File: config.mk
export PLATFORM = sky130hd
export DESIGN_NAME = lane_fifo_bank
export DESIGN_NICKNAME = d
export VERILOG_FILES = /design/src/rtl/lane_fifo_bank_pkg.sv /design/src/rtl/lane_fifo.sv /design/src/rtl/lane_fifo_bank.sv
export SDC_FILE = /design/constraint.sdc
export NUM_CORES = 1
export LEC_CHECK = 0
export ABC_CLOCK_PERIOD_IN_PS = 2500
export BUFFER_PORTS_ARGS = -buffer_cell sky130_fd_sc_hd__buf_2
export CORE_MARGIN = 2
export CORE_UTILIZATION = 35
export CTS_CLUSTER_SIZE = 14
export DETAILED_ROUTE_END_ITERATION = 10
export GPL_TIMING_DRIVEN = 1
export HOLD_SLACK_MARGIN = 0.06
export SETUP_SLACK_MARGIN = 0.5
export SLEW_MARGIN = 20
export SYNTH_ARGS = -nofsm -noshare
export SYNTH_HDL_FRONTEND = slang
export SYNTH_SLANG_ARGS = --single-unit
File: constraint.sdc
create_clock -name CLK -period 2.5 [get_ports CLK]
set_clock_uncertainty 0.15 [all_clocks]
set_input_delay 0.375 -clock CLK [delete_from_list [all_inputs] [get_ports CLK]]
set_output_delay 0.375 -clock CLK [all_outputs]
set_load 0.02 [all_outputs]
File: src/rtl/lane_fifo_bank_pkg.sv
// Shared types and helpers for the lane FIFO bank: lane tag type and pointer sizing.
package lane_fifo_bank_pkg;

  localparam int unsigned LANE_TAG_WIDTH = 4;

  typedef logic [LANE_TAG_WIDTH-1:0] lane_tag_t;

  // Pointers carry one extra wrap bit so full and empty are distinguishable.
  function automatic int unsigned ptr_width(int unsigned entries);
    return $clog2(entries) + 1;
  endfunction

endpackage

File: src/rtl/lane_fifo.sv
// Single synchronous FIFO lane with enq, deq and flush; flush overrides both enq and deq.
module lane_fifo
  import lane_fifo_bank_pkg::*;
#(
  parameter int unsigned width = 16,
  parameter int unsigned depth = 4
) (
  input  logic             clk_i,
  input  logic             rst_i,
  input  logic             enq_i,
  input  logic [width-1:0] data_i,
  input  logic             deq_i,
  input  logic             flush_i,
  output logic             full_o,
  output logic             empty_o,
  output logic [width-1:0] first_o
);

  localparam int unsigned PtrW  = ptr_width(depth);
  localparam int unsigned AddrW = PtrW - 1;

  logic [PtrW-1:0]  rd_q, rd_d, wr_q, wr_d;
  logic [width-1:0] mem_q [depth];
  logic             enq_ok, deq_ok;

  assign empty_o = (rd_q == wr_q);
  assign full_o  = (rd_q[AddrW-1:0] == wr_q[AddrW-1:0]) && (rd_q[PtrW-1] != wr_q[PtrW-1]);
  assign first_o = mem_q[rd_q[AddrW-1:0]];

  assign enq_ok = enq_i && !full_o && !flush_i;
  assign deq_ok = deq_i && !empty_o;

  always_comb begin
    rd_d = rd_q;
    wr_d = wr_q;
    if (flush_i) begin
      rd_d = wr_q;
    end else begin
      if (enq_ok) wr_d = wr_q + PtrW'(1);
      if (deq_ok) rd_d = rd_q + PtrW'(1);
    end
  end

  always_ff @(posedge clk_i) begin
    if (rst_i) begin
      rd_q <= '0;
      wr_q <= '0;
    end else begin
      rd_q <= rd_d;
      wr_q <= wr_d;
    end
  end

  // Storage is deliberately left out of reset.
  always_ff @(posedge clk_i) begin
    if (enq_ok) mem_q[wr_q[AddrW-1:0]] <= data_i;
  end

endmodule

File: src/rtl/lane_fifo_bank.sv
// Steers a tagged write stream into per-lane FIFOs, each exposed as a PipeOut server.
// Optional drop counter enabled by defining LANE_FIFO_BANK_DROP_COUNT_EN.
module lane_fifo_bank
  import lane_fifo_bank_pkg::*;
#(
  parameter int unsigned funnelWidth = 8,
  parameter int unsigned width       = 16,
  parameter int unsigned depth       = 4
) (
  input  logic                         CLK,
  input  logic                         RST,
  input  logic                         enq__ENA,
  input  logic [width-1:0]             enq_v,
  input  logic [LANE_TAG_WIDTH-1:0]    enq_lane,
  output logic                         enq__RDY,
  input  logic                         flush__ENA,
  input  logic [LANE_TAG_WIDTH-1:0]    flush_lane,
  output logic                         flush__RDY,
`ifdef LANE_FIFO_BANK_DROP_COUNT_EN
  output logic [15:0]                  dropCount,
`endif
  output logic [funnelWidth*width-1:0] out_first,
  output logic [funnelWidth-1:0]       out_first__RDY,
  input  logic [funnelWidth-1:0]       out_deq__ENA,
  output logic [funnelWidth-1:0]       out_deq__RDY
);

  logic [funnelWidth-1:0] enq_sel, flush_sel, full, empty;

  assign flush__RDY = 1'b1;

  // Out-of-range lanes leave enq__RDY high so the beat is swallowed.
  always_comb begin
    enq_sel   = '0;
    flush_sel = '0;
    enq__RDY  = 1'b1;
    for (int unsigned i = 0; i < funnelWidth; i++) begin
      if (enq_lane == LANE_TAG_WIDTH'(i)) begin
        enq_sel[i] = enq__ENA;
        enq__RDY   = ~full[i];
      end
      if (flush_lane == LANE_TAG_WIDTH'(i)) flush_sel[i] = flush__ENA;
    end
  end

  for (genvar g = 0; g < funnelWidth; g++) begin : g_lane
    lane_fifo #(
      .width(width),
      .depth(depth)
    ) u_fifo (
      .clk_i  (CLK),
      .rst_i  (RST),
      .enq_i  (enq_sel[g]),
      .data_i (enq_v),
      .deq_i  (out_deq__ENA[g]),
      .flush_i(flush_sel[g]),
      .full_o (full[g]),
      .empty_o(empty[g]),
      .first_o(out_first[g*width +: width])
    );
  end

  assign out_first__RDY = ~empty;
  assign out_deq__RDY   = ~empty;

`ifdef LANE_FIFO_BANK_DROP_COUNT_EN
  logic        drop;
  logic [15:0] drop_cnt_q;

  assign drop = enq__ENA && ((32'(enq_lane) >= funnelWidth) || !enq__RDY);

  always_ff @(posedge CLK) begin
    if (RST) begin
      drop_cnt_q <= '0;
    end else if (drop && (drop_cnt_q != 16'hFFFF)) begin
      drop_cnt_q <= drop_cnt_q + 16'd1;
    end
  end

  assign dropCount = drop_cnt_q;
`endif

endmodule

Yosys cells after proc, flatten, opt, wreduce, memory -nomap -nowiden
Memory sizes are Yosys's and may differ from the RTL's. A register that Yosys moved wholly into a read port is not among the register bits.
Index checks and enable logic that the tools add are counted.
{"block": "totals", "register_bits": 48, "mem_bits_rw": 512, "word_cells": 241, "memories": 8}
{"block": "op_classes", "add_sub_neg": 16, "eq_ne": 38, "mux": 72, "n_bitwise": 17, "n_reduce_logical": 74}
{"memory": "g_lane[0].u_fifo.mem_q", "words": 4, "word_bits": 16, "read_ports": 1, "rd_ports_with_merged_regs": 1, "wr": 1, "line": "lane_fifo.sv:23", "source": "logic [width-1:0] mem_q [depth];"}
{"memory": "g_lane[1].u_fifo.mem_q", "words": 4, "word_bits": 16, "read_ports": 1, "rd_ports_with_merged_regs": 1, "wr": 1, "line": "lane_fifo.sv:23"}
{"memory": "g_lane[2].u_fifo.mem_q", "words": 4, "word_bits": 16, "read_ports": 1, "rd_ports_with_merged_regs": 1, "wr": 1, "line": "lane_fifo.sv:23"}
{"memory": "g_lane[3].u_fifo.mem_q", "words": 4, "word_bits": 16, "read_ports": 1, "rd_ports_with_merged_regs": 1, "wr": 1, "line": "lane_fifo.sv:23"}
{"memory": "g_lane[4].u_fifo.mem_q", "words": 4, "word_bits": 16, "read_ports": 1, "rd_ports_with_merged_regs": 1, "wr": 1, "line": "lane_fifo.sv:23"}
{"memory": "g_lane[5].u_fifo.mem_q", "words": 4, "word_bits": 16, "read_ports": 1, "rd_ports_with_merged_regs": 1, "wr": 1, "line": "lane_fifo.sv:23"}
{"memory": "+2 memories"}
{"operator": "$add 3x1->3 const B", "n": 16}
{"operator": "$mux 3", "n": 16}
{"operator": "$mux 1", "n": 40}
{"operator": "$eq 4x3->1 const B", "n": 8}
{"operator": "$logic_and 1x1->1", "n": 32}
{"operator": "$mux 2", "n": 16}
{"operator": "$eq 3x3->1", "n": 8}
{"operator": "$logic_not 1->1", "n": 24}
{"operator": "$eq 2x2->1", "n": 8}
{"operator": "$eq 4x2->1 const B", "n": 4}
{"operator": "$not 1->1", "n": 16}
{"operator": "$reduce_and 2->1", "n": 8}
{"operator": "$reduce_bool 2->1", "n": 8}
{"operator": "$eq 4x1->1 const B", "n": 2}
{"operator": "$logic_not 4->1", "n": 2}
{"operator": "$ne 1x1->1", "n": 8}
{"operator": "$not 8->8", "n": 1}

Depth between registers and ports, before layout
Gate-level depths: netlist of run 1.
{"block": "depth", "depth_word": 11, "ltp_mapped": 7}

Cells and area by module
From an unflattened synthesis of run 1, not the netlist that was laid out.
{"block": "unflattened", "cells_unflattened": 1256, "hier_area_um2": 23502.5}
{"module": "lane_fifo", "n_inst": 8, "cells_per_inst": 149, "area_each_um2": 2894.0}
{"module": "lane_fifo_bank", "n_inst": 1, "cells_per_inst": 64, "area_each_um2": 350.3}

Worst setup path before layout of run 1
No wires, ideal clock.
{"block": "synth_path", "path_type": "input to register", "start": "input flush__ENA", "end": "memory g_lane[5].u_fifo.mem_q[1][0], enable pin", "arrival_ps": 1676, "slack_ps": 300, "stages": 5, "n_path_buf": 1, "cell_sequence": "and3b_1 -> buf_6 -> a2111oi_2 -> and2b_1 -> and2_1"}
{"block": "synth_via", "elab_chain_cells": 5}
{"element": "from (decl)", "line": "lane_fifo_bank.sv:16", "source": "input logic flush__ENA,"}
{"element": "$mux 1", "line": "lane_fifo_bank.sv:42", "source": "if (flush_lane == LANE_TAG_WIDTH'(i)) flush_sel[i] = flush__ENA;"}
{"element": "$logic_not 1->1", "line": "lane_fifo.sv:30", "source": "assign enq_ok = enq_i && !full_o && !flush_i;"}
{"element": "$logic_and 1x1->1", "line": "lane_fifo.sv:30"}
{"element": "$mux 1", "line": "lane_fifo.sv:56", "source": "if (enq_ok) mem_q[wr_q[AddrW-1:0]] <= data_i;"}
{"element": "$mux 1 (not written as such)", "line": "lane_fifo.sv:56"}
{"element": "to (decl)", "line": "lane_fifo.sv:23"}
Every way passes these cells.

Worst setup path after layout of run 1
{"block": "layout_path", "start": "register g_lane[1].u_fifo.rd_q[0]", "end": "output enq__RDY"}
{"block": "layout_via", "elab_chain_cells": 10}
{"element": "from (decl)", "line": "lane_fifo.sv:22", "source": "logic [PtrW-1:0] rd_q, rd_d, wr_q, wr_d;"}
{"element": "from (signal assigned)", "line": "lane_fifo.sv:49", "source": "rd_q <= rd_d;"}
{"element": "$eq 2x2->1", "line": "lane_fifo.sv:27", "source": "assign full_o = (rd_q[AddrW-1:0] == wr_q[AddrW-1:0]) && (rd_q[PtrW-1] != wr_q[PtrW-1]);"}
{"element": "$logic_and 1x1->1", "line": "lane_fifo.sv:27"}
{"element": "$not 1->1", "line": "lane_fifo_bank.sv:40", "source": "enq__RDY = ~full[i];"}
{"element": "$mux 1 (7 in series)", "line": "lane_fifo_bank.sv:38", "source": "if (enq_lane == LANE_TAG_WIDTH'(i)) begin"}
{"element": "to (decl)", "line": "lane_fifo_bank.sv:15", "source": "output logic enq__RDY,"}
Every way passes these cells.

==> results of run 1 <==
==> how the worst min path moves through the flow <==
stage / startpoint / to / cells past startpoint / slack [ps]
after floorplan: enq_v[0] / g_lane[0].u_fifo.mem_q[0][0] / 0 / 320
after global placement: g_lane[2].u_fifo.wr_q[2] / g_lane[2].u_fifo.rd_q[2] / 2 / 370
after detailed placement: g_lane[3].u_fifo.wr_q[2] / g_lane[3].u_fifo.rd_q[2] / 2 / 390
after CTS: flush_lane[0] / g_lane[3].u_fifo.rd_q[2] / 3 / 60
after global routing: out_deq__ENA[3] / g_lane[3].u_fifo.rd_q[2] / 4 / 150
final: out_deq__ENA[5] / register / 4 / 150
==> cell usage after synthesis (2+ instances only) <==
library cell	count
xnor2_1	24
clkbuf_1	21
dfxtp_1	64
buf_4	9
nand3_1	6
nor2b_1	5
a211oi_2	2
and3b_1	3
inv_1	17
a21oi_1	6
mux2i_1	16
mux4_2	128
edfxtp_1	512
buf_2	18
or3_1	5
xor2_1	31
ha_1	40
buf_6	2
and3_1	27
and2_2	4
nand2_1	15
and2_1	12
nor3_1	2
nand3b_1	2
and2b_1	2
or3b_2	7
a2111oi_4	4
a211oi_1	24
nor2_1	49
==> flip-flops by register name (all words and copies together) (netlist names), named ones only <==
register / cells
g_lane.u_fifo.mem_q: 512
g_lane.u_fifo.wr_q: 24
g_lane.u_fifo.rd_q: 24
==> worst reg2reg max path: stages (launching register included) <==
cell and delay, ps:
dfxtp_4 370, xor2_4 210, nor2_4 80, a2111oi_4 300
buf_4 190, buf_6 100, and2_4 200, clkbuf_16 180
==> power groups by stage <==
stage	combinational (W)	sequential [W]	clock (W)
5_1_grt	0.00251	0.0106	0.00893
3_5_place_dp	0.00181	0.0108	0
3_3_place_gp	0.00179	0.0108	0
4_1_cts	0.00236	0.0106	0.00853
2_1_floorplan	0.00115	0.0108	0
6_report	0.00237	0.0106	0.00832
==> kinds of logic after synthesis <==
logic type / synth area share [%]
other: 0.01688
DFF: 74.97
muxes: 13.75
and+or+nand+nor: 3.599
buffers and inverters: 1.453
AOI/OAI and AO/OA: 1.791
xor gates and xnor gates: 2.168
adders and majority gates: 2.253
==> per-layer routing <==
| layer | vias up | GRT usage, % | wire length, um |
|---|---|---|---|
| li1 | 4918 | - | - |
| met1 | 5751 | 20.80 | 22570 |
| met2 | 244 | 24.98 | 24370 |
| met3 | 82 | 3.288 | 2600 |
| met4 | 10 | 3.769 | 1066 |
| met5 | - | 0 | 46 |
==> timing repair <==
action / 4_1_cts / 5_1_grt
hold endpoints to repair: 18 / 0
setup endpoints to repair: 259 / 261
pin swaps: 21 / 15
resized for setup: 413 / 43
hold buffers: 7 / 0
buffers inserted: 29 / 11
cloned: 9 / 4
==> stage by stage <==
| step | TNS (ps) | hold slack [ps] |
|---|---|---|
| final | -152.7 | 147.4 |
| after global placement | 0 | 373.0 |
| after floorplan | 0 | 323.9 |
| after global routing | -221.9 | 147.4 |
| after CTS | -189.5 | 64.18 |
| after detailed placement | 0 | 385.0 |
==> final cells by class <==
type                       instances  area, sq um
tap                              846         1059
sequential                       576        16770
clock buffer                      65         1478
inverter                          17        63.81
timing repair buffer             296         3353
multi-input combinational        431         5552
fill                            5367        34330
antenna                            5        12.51
clock inverter                    39        344.1
==> summary.md, run 1 <==
| Metric | Value |
|---|---|
| Hpwl dp | `29,940 um` |
| Synth top area cells | `edfxtp_1 (69%), mux4_2 (13%), dfxtp_1 (5.8%), ha_1 (2.3%), xor2_1 (1.2%)` |
| Psw | `0.004833 W` |
| Int Pwr | `0.01648 W` |
| Post-synthesis sequential area ratio | `74.97%` |
| Status | `finished, violations left` |
| Overflow after GRT | `0` |
| Synth Flop Type | `edfxtp_1` |
| Worst setup path endpoint | `enq__RDY` |
| Sw frac | `22.68%` |
| Worst-path cell chain | `xor2_1 -> or3_4 -> o2bb2ai_2 -> nand3_1 -> a32o_2 -> buf_6` |
| Dpl cells | `2,106` |
| Crit path max fanout | `2` |
| Pwr/cell area | `744.3 mW/mm^2` |
| Starting density of the core | `35.28%` |
| Area grow syn2layout | `28.89%` |
| Clock Path Buffers | `3` |
| Syn Area/Cell | `20.74 sq um` |
| P_leak | `9.777 nW` |
| Largest net degree at the start of global routing | `33` |
| # clock sinks | `576` |
| DP Area | `0.02473 sq mm` |
| Max_slew headroom | `43.06%` |
| CTS root buf | `clkbuf_16` |
| Crit path kind | `reg -> out` |
| FF-to-FF path depth | `7` |
| Critical path depth | `6` |
| Failing checks | `negative setup slack` |
| Seq pwr share | `49.8%` |
| CTS buffer count | `57` |
| Fin. Hold Viols | `0` |
| Commonest non-fill, non-tap cell in the layout | `edfxtp_1` |
| Min-Delay Path Class | `in -> reg` |
| Synthesized flop and latch total | `576` |
| GR Util All Layers | `15.25%` |
| Worst EP required | `1980 ps` |
| Power, Total | `0.02131 W` |
| Placer congestion estimate | `0.7564` |
| Synth top area share | `69.20%` |
| Core footprint | `0.06297 sq mm` |
| Rows | `92` |
| Synth async-reset ratio | `0%` |
| Die Area | `0.06551 sq mm` |
| DR iter-0 viols | `704` |
| CP startpoint | `g_lane[1].u_fifo.rd_q[0]` |
| Placement Setup Slack | `14.16 ps` |
| Critical path's largest stage delay | `390 ps` |
| Critical R2R Launch | `g_lane[3].u_fifo.wr_q[0]` |
| Tcrit/Tclk final | `106.1%` |
| Die X | `255.9 um` |
| Vias | `11,005` |
| Number of antenna violations at the first check in global routing | `9` |
| Fin cells | `2,275` |
| Routed Antenna Nets | `0` |
| Depth of the CTS H-tree | `2` |
| Clock Pin Slew Worst Setup and Hold Paths | `60 ps` |
| Cell taking the most area after synthesis | `edfxtp_1` |
| Die Span Y | `255.9 um` |
| Total Wirelength | `50,650 um` |
| RSZ-0062 raised after global routing | `yes` |
| Netlist cell types | `43` |
| Critical Path Start Type | `register` |
| Critical-path top delay cell | `or3_4` |
| Tmin final | `2653 ps` |
| Vias in the first global route | `11,514` |
| Yosys warns | `0` |
| Syn_nets | `1,147` |
| Vias per inst | `4.837` |
| R2r endpoint | `g_lane[3].u_fifo.mem_q[0][5]` |
| Drt pass-1 iters | `6` |
| Max cap viols | `0` |
| First-pass GRT wire length | `74,100 um` |
| Worst skew pair latency | `610 ps` |
| Final nets | `1,455` |
| Finished Cell Area | `0.02863 sq mm` |
| Cells after Synth | `1,071` |
| Final setup viols | `1` |
| Commonest cells after routing, fill and taps aside | `edfxtp_1 (512), buf_6 (154), mux4_2 (128), clkbuf_16 (59), buf_4 (56)` |
| IO Port Bufs | `180` |
| DRC Markers | `0` |
| Setup ws final | `-152.7 ps` |
| Share of layout cells above drive strength 1 | `44.66%` |
| CP bufs+invs | `1` |
| Routed wire length per instance | `22.26 um` |
| CTS tree | `done` |
| IR drop worst, VDD | `593.9 uV` |
| Clk pwr share | `39.0%` |
| Worst R2R Setup Slack | `420 ps` |
| Mapped cell area | `0.02222 sq mm` |
| Fin util | `45.48%` |
| CP top delay family | `simple AND/OR/NAND/NOR gates` |
| Crit end category | `output port` |
| Worst slew pin tran | `854.2 ps` |
| Max Clk Rate | `377.0 MHz` |
| Critical Path AT | `2130 ps` |
| Number of synthesized flops with an enable pin | `512` |
| IO Count | `182` |
| Logic pwr share | `11.1%` |
| Slew Viols, Final | `0` |
Power figures use the tool's default switching activity.
==> run 2, diff against run 1 <==
CORE_ASPECT_RATIO = 0.5   (was not set)
==> run 2 against run 1 <==
Against the previous run: the run still ends with negative setup slack left; setup slack better by 15 ps; die area up 0.19%; routed wire length decreased by 2.6%; hold slack worse by 44 ps; core utilization fell by 0.33 points; design area is 0.87% lower; clock power shrank 8.9%; sequential share of layout area increased by 0.56 points; global-route usage down 0.55 points; critical path depth unchanged; first-iteration DRC count up 21%; critical path type unchanged; highest routed layer is now met4.
==> summary.md, run 2 (synthesized netlist as in run 1, its figures left out) <==
| Metric | Value |
|---|---|
| Overflow after GRT | `0 (unchanged)` |
| Logic pwr share | `11.4% (was 11.1%)` |
| Int Pwr | `0.01595 W (was 0.01648 W)` |
| Largest net degree at the start of global routing | `33 (unchanged)` |
| Area grow syn2layout | `27.76% (was 28.89%)` |
| CP top delay family | `simple AND/OR/NAND/NOR gates (unchanged)` |
| Placement Setup Slack | `94.09 ps (was 14.16 ps)` |
| Sw frac | `22.35% (was 22.68%)` |
| Rows | `65 (was 92)` |
| Commonest non-fill, non-tap cell in the layout | `edfxtp_1 (unchanged)` |
| Critical Path Start Type | `register (unchanged)` |
| Die Span Y | `182.2 um (was 255.9 um)` |
| Worst-path cell chain | `xor2_1 -> or3_4 -> mux2i_1 -> a21oi_1 -> a32o_2 -> buf_6 (was xor2_1 -> or3_4 -> o2bb2ai_2 -> nand3_1 -> a32o_2 -> buf_6)` |
| Share of layout cells above drive strength 1 | `44.11% (was 44.66%)` |
| Number of antenna violations at the first check in global routing | `4 (was 9)` |
| Psw | `0.004591 W (was 0.004833 W)` |
| Clock Pin Slew Worst Setup and Hold Paths | `60 ps (about the same)` |
| Status | `finished, violations left (unchanged)` |
| Placer congestion estimate | `0.7760 (was 0.7564)` |
| Final nets | `1,443 (was 1,455)` |
| Commonest cells after routing, fill and taps aside | `edfxtp_1 (512), buf_6 (144), mux4_2 (128), buf_4 (60), clkbuf_16 (59) (was edfxtp_1 (512), buf_6 (154), mux4_2 (128), clkbuf_16 (59), buf_4 (56))` |
| CTS root buf | `clkbuf_16 (unchanged)` |
| DP Area | `0.02473 sq mm (about the same)` |
| CTS buffer count | `53 (was 57)` |
| DR iter-0 viols | `851 (was 704)` |
| Routed Antenna Nets | `0 (unchanged)` |
| Routed wire length per instance | `21.91 um (was 22.26 um)` |
| P_leak | `9.664 nW (was 9.777 nW)` |
| Crit path max fanout | `2 (unchanged)` |
| Hold_ws | `103.8 ps (was 147.4 ps)` |
| Max reg flops | `512 (unchanged)` |
| Clock Path Buffers | `3 (unchanged)` |
| Worst slew pin tran | `816.2 ps (was 854.2 ps)` |
| Pwr/cell area | `723.8 mW/mm^2 (was 744.3 mW/mm^2)` |
| Max_slew headroom | `45.59% (was 43.06%)` |
| Crit path kind | `reg -> out (unchanged)` |
| Critical-path top delay cell | `or3_4 (unchanged)` |
| IR drop worst, VDD | `479.1 uV (was 593.9 uV)` |
| Vias in the first global route | `11,719 (was 11,514)` |
| CTS tree | `done (unchanged)` |
| Failing checks | `negative setup slack (unchanged)` |
| Tcrit/Tclk final | `105.5% (was 106.1%)` |
| Fin util | `45.15% (was 45.48%)` |
| Seq pwr share | `51.7% (was 49.8%)` |
| Vias per inst | `4.868 (was 4.837)` |
| Vias | `10,963 (was 11,005)` |
| DRC Markers | `0 (unchanged)` |
| Final setup viols | `1 (unchanged)` |
| Max Clk Rate | `379.1 MHz (was 377.0 MHz)` |
| Worst skew pair latency | `580 ps (was 610 ps)` |
| Total Wirelength | `49,350 um (was 50,650 um)` |
| Fin. Hold Viols | `0 (unchanged)` |
| Depth of the CTS H-tree | `2 (unchanged)` |
| Setup ws final | `-138.0 ps (was -152.7 ps)` |
| # clock sinks | `576 (unchanged)` |
| Crit end category | `output port (unchanged)` |
| Die X | `360.3 um (was 255.9 um)` |
| Tmin final | `2638 ps (was 2653 ps)` |
| Max cap viols | `0 (unchanged)` |
| Min-Delay Path Class | `in -> reg (unchanged)` |
| CP bufs+invs | `1 (unchanged)` |
| Clk pwr share | `36.9% (was 39.0%)` |
| Starting density of the core | `35.34% (was 35.28%)` |
| Hpwl dp | `29,090 um (was 29,940 um)` |
| Slew Viols, Final | `0 (unchanged)` |
| IO Port Bufs | `180 (unchanged)` |
| Worst EP required | `1980 ps (about the same)` |
| Die Area | `0.06563 sq mm (was 0.06551 sq mm)` |
| Finished Cell Area | `0.02838 sq mm (was 0.02863 sq mm)` |
| GR Util All Layers | `14.70% (was 15.25%)` |
| Critical path's largest stage delay | `410 ps (was 390 ps)` |
| RSZ-0062 raised after global routing | `yes (unchanged)` |
| Critical Path AT | `2110 ps (was 2130 ps)` |
| First-pass GRT wire length | `72,240 um (was 74,100 um)` |
| IO Count | `182 (unchanged)` |
| Core footprint | `0.06287 sq mm (was 0.06297 sq mm)` |
| Drt pass-1 iters | `4 (was 6)` |
## run 2: final timing paths
kind / from / to / slack, ps / cells past startpoint
worst min register to register: g_lane[5].u_fifo.wr_q[2] / g_lane[5].u_fifo.rd_q[2] / 380 / 2
worst max-delay path: g_lane[0].u_fifo.wr_q[1] / enq__RDY / -140 / 6
worst max register to register: g_lane[7].u_fifo.rd_q[0] / register / 540 / 6
worst min-delay path: out_deq__ENA[4] / g_lane[4].u_fifo.rd_q[2] / 100 / 4
## run 2: power groups by stage
stage                     clock (W)  sequential [W]  combinational, W
after floorplan                   0          0.0108           0.00115
after global placement            0          0.0108           0.00174
after detailed placement          0          0.0108           0.00178
after CTS                   0.00775          0.0106           0.00235
after global routing        0.00814          0.0106           0.00247
final                       0.00758          0.0106           0.00235
## run 2: metal layers
layer / vias up / GRT usage (%) / part of all wire, %
li1: 4884 / - / -
met1: 5796 / 17.75 / 39
met2: 215 / 27.58 / 55
met3: 68 / 1.851 / 3.4
met4: 0 / 4.269 / 2.3
met5: - / 0 / 0
## run 2: layout make-up
cell class,instances,area (sq um)
antenna,5,12.51
clock buffer,67,1431
clock inverter,31,197.7
fill,5234,34480
inverter,17,63.81
multi-input combinational,428,5524
sequential,576,16780
tap,837,1047
timing repair buffer,291,3323
## run 2: through the flow
| step | setup TNS [ps] | total power [W] | cells |
|---|---|---|---|
| 2_1_floorplan | 0 | 0.01194 | 1071 |
| 3_3_place_gp | 0 | 0.01254 | 2096 |
| 3_5_place_dp | 0 | 0.01258 | 2096 |
| 4_1_cts | -149.3 | 0.02073 | 2234 |
| 5_1_grt | -203.7 | 0.02124 | 2251 |
| 6_report | -138.0 | 0.02054 | 2252 |
## run 2: repair_timing
item,in CTS,in global routing
endpoints found under the setup margin,214,222
setup buffers,31,9
pin swaps,19,10
resized for setup,414,26
hold buffers,1,0
endpoints found under the hold margin,1,0
cloned,8,4
## run 2: worst register-to-register path, cell delays in order (launching register included)
cell and delay (ps):
dfxtp_2 340, xor2_2 180, or3b_4 450, buf_4 160, nand2_1 100, xor2_1 70
a211oi_1 370
==> run 3, diff against run 2 <==
PLACE_DENSITY_LB_ADDON = 0.15   (was not set)
SKIP_LAST_GASP = 1   (was not set)
==> run 3 against run 2 <==
Against the previous run: the flow still finishes with violations (negative setup slack); fmax up 0.74%; global-route usage up 0.73 points; design area about the same; first-iteration DRC count up 2.0%; non-clock buffer count down 7.
==> summary.md, run 3 (synthesized netlist as in run 1, its figures left out) <==
| Metric | Value |
|---|---|
| Status | `finished, violations left (unchanged)` |
| Failing checks | `negative setup slack (unchanged)` |
| Critical-path top delay cell | `or3_4 (unchanged)` |
| Number of antenna violations at the first check in global routing | `2 (was 4)` |
| Die Span Y | `182.2 um (unchanged)` |
| Critical Path Start Type | `register (unchanged)` |
| Die Area | `0.06563 sq mm (unchanged)` |
| Depth of the CTS H-tree | `2 (unchanged)` |
| Routed wire length per instance | `22.80 um (was 21.91 um)` |
| Worst slew pin tran | `921.7 ps (was 816.2 ps)` |
| Fin. Hold Viols | `0 (unchanged)` |
| Core footprint | `0.06287 sq mm (unchanged)` |
| Largest net degree at the start of global routing | `33 (unchanged)` |
| Clk pwr share | `38.7% (was 36.9%)` |
| CTS root buf | `clkbuf_16 (unchanged)` |
| CTS tree | `done (unchanged)` |
| Die X | `360.3 um (unchanged)` |
| Critical R2R Launch | `g_lane[3].u_fifo.wr_q[0] (was g_lane[7].u_fifo.rd_q[0])` |
| Psw | `0.004699 W (was 0.004591 W)` |
| Crit path kind | `reg -> out (unchanged)` |
| Vias | `11,007 (was 10,963)` |
| Worst EP required | `1980 ps (about the same)` |
| Setup ws final | `-118.7 ps (was -138.0 ps)` |
| P_leak | `9.662 nW (was 9.664 nW)` |
| Worst R2R Setup Slack | `490 ps (was 540 ps)` |
| Hpwl dp | `29,850 um (was 29,090 um)` |
| Drt pass-1 iters | `7 (was 4)` |
| Routed Antenna Nets | `0 (unchanged)` |
| Dpl cells | `2,096 (unchanged)` |
| Crit path max fanout | `3 (was 2)` |
| Tmin final | `2619 ps (was 2638 ps)` |
| Critical path's largest stage delay | `390 ps (was 410 ps)` |
| IO Count | `182 (unchanged)` |
| GR Util All Layers | `15.43% (was 14.70%)` |
| First-pass GRT wire length | `75,330 um (was 72,240 um)` |
| Max Clk Rate | `381.9 MHz (was 379.1 MHz)` |
| Overflow after GRT | `0 (unchanged)` |
| Area grow syn2layout | `27.70% (was 27.76%)` |
| Critical Path AT | `2090 ps (was 2110 ps)` |
| Min-Delay Path Class | `in -> reg (unchanged)` |
| Worst skew pair latency | `570 ps (was 580 ps)` |
| Crit end category | `output port (unchanged)` |
| Filler Cell Count | `5,341 (was 5,234)` |
| Tcrit/Tclk final | `104.7% (was 105.5%)` |
| Share of layout cells above drive strength 1 | `43.34% (was 44.11%)` |
| Hold path startpoint | `out_deq__ENA[6] (was out_deq__ENA[4])` |
| Pwr/cell area | `745.5 mW/mm^2 (was 723.8 mW/mm^2)` |
| CTS buffer count | `53 (unchanged)` |
| Max_slew headroom | `38.55% (was 45.59%)` |
| Starting density of the core | `35.34% (unchanged)` |
| Max reg flops | `512 (unchanged)` |
| DR iter-0 viols | `868 (was 851)` |
| # clock sinks | `576 (unchanged)` |
| Vias in the first global route | `11,689 (was 11,719)` |
| Max cap viols | `0 (unchanged)` |
| Vias per inst | `4.905 (was 4.868)` |
| Final nets | `1,436 (was 1,443)` |
| Rows | `65 (unchanged)` |
| FF/Latch Area | `0.01676 sq mm (was 0.01678 sq mm)` |
| Multi-input gate area | `0.005473 sq mm (was 0.005524 sq mm)` |
| Total Wirelength | `51,160 um (was 49,350 um)` |
| Worst-path cell chain | `xor2_1 -> or3_4 -> mux2i_1 -> a21oi_1 -> a32o_1 -> buf_6 (was xor2_1 -> or3_4 -> mux2i_1 -> a21oi_1 -> a32o_2 -> buf_6)` |
| Seq pwr share | `50.2% (was 51.7%)` |
| Logic pwr share | `11.1% (was 11.4%)` |
| Final setup viols | `1 (unchanged)` |
| DRC Markers | `0 (unchanged)` |
| RSZ-0062 raised after global routing | `yes (unchanged)` |
| IR drop worst, VDD | `557.2 uV (was 479.1 uV)` |
| Placer congestion estimate | `0.7636 (was 0.7760)` |
| Commonest non-fill, non-tap cell in the layout | `edfxtp_1 (unchanged)` |
| Int Pwr | `0.01645 W (was 0.01595 W)` |
| Fin util | `45.13% (was 45.15%)` |
| Sw frac | `22.22% (was 22.35%)` |
| Commonest cells after routing, fill and taps aside | `edfxtp_1 (512), buf_6 (148), mux4_2 (128), clkbuf_16 (57), buf_4 (50) (was edfxtp_1 (512), buf_6 (144), mux4_2 (128), buf_4 (60), clkbuf_16 (59))` |
| Fin cells | `2,244 (was 2,252)` |
| Clock Pin Slew Worst Setup and Hold Paths | `70 ps (was 60 ps)` |
| Clock Path Buffers | `3 (unchanged)` |
| CP startpoint | `g_lane[2].u_fifo.rd_q[0] (was g_lane[0].u_fifo.wr_q[1])` |
| Slew Viols, Final | `0 (unchanged)` |
| IO Port Bufs | `180 (unchanged)` |
==> run 3: layout make-up <==
| cell class | instances | area share (%) |
|---|---|---|
| Clock inverter | 26 | 0.9791 |
| Multi-Input combinational cell | 428 | 19.29 |
| Clock buffer | 72 | 5.187 |
| Timing Repair Buffer | 284 | 11.50 |
| Antenna cell | 4 | 0.03528 |
| Sequential cell | 576 | 59.09 |
| Inverter | 17 | 0.2249 |
| Tap cell | 837 | 3.691 |
==> run 3: timing repair <==
item / in CTS / in global routing
hold endpoints to repair: 1 / 0
endpoints found under the setup margin: 216 / 232
gates cloned: 8 / 1
pin swaps: 19 / 9
resized for setup: 365 / 56
hold buffers: 1 / 0
setup buffers: 27 / 9
==> run 3: metrics by stage <==
| stage | hold WS [ps] | setup slack [ps] | setup TNS [ps] | power, W | cell area, sq um |
|---|---|---|---|---|---|
| detailed placement | 387.7 | 95.02 | 0 | 0.01260 | 24740 |
| global route | 106.1 | -181.2 | -181.2 | 0.02191 | 28360 |
| floorplan | 323.9 | 448.6 | 0 | 0.01194 | 22260 |
| global placement | 376.8 | 152.2 | 0 | 0.01257 | 24740 |
| CTS | 68.79 | -128.8 | -128.8 | 0.02139 | 28070 |
| finish | 99.10 | -118.7 | -118.7 | 0.02115 | 28370 |
==> run 3: worst max-delay path: cells and delay by family (launching register included) <==
kind | cells | cell delay (ps)
buf+inv | 1 | 140
mux | 1 | 180
flops | 1 | 330
compound gates | 2 | 310
simple gates | 1 | 390
xor+xnor | 1 | 180
==> run 3: path summary, 6_finish.rpt <==
path | end | cells after the start
hold reg to reg | g_lane[5].u_fifo.rd_q[2] | 2
setup / recovery | enq__RDY | 6
hold / removal | g_lane[6].u_fifo.rd_q[1] | 4
setup reg to reg | register | 6
==> run 3: power groups by stage <==
stage / sequential (W) / combinational (W) / clock, W
floorplan: 0.0108 / 0.00115 / 0
global placement: 0.0108 / 0.00177 / 0
detailed placement: 0.0108 / 0.00180 / 0
CTS: 0.0106 / 0.00234 / 0.00843
global route: 0.0106 / 0.00249 / 0.00879
finish: 0.0106 / 0.00234 / 0.00818
==> run 3: metal layers <==
metal  vias to the layer above  routed length, um  share of wire [%]  global-route usage (%)
li1                       4878                  -                  -                       -
met1                      5877              22390                 44                   20.90
met2                       193              25920                 51                   26.44
met3                        59               2073                4.1                   2.439
met4                         0                780                1.5                   3.311
met5                         -                  0                  0                       0
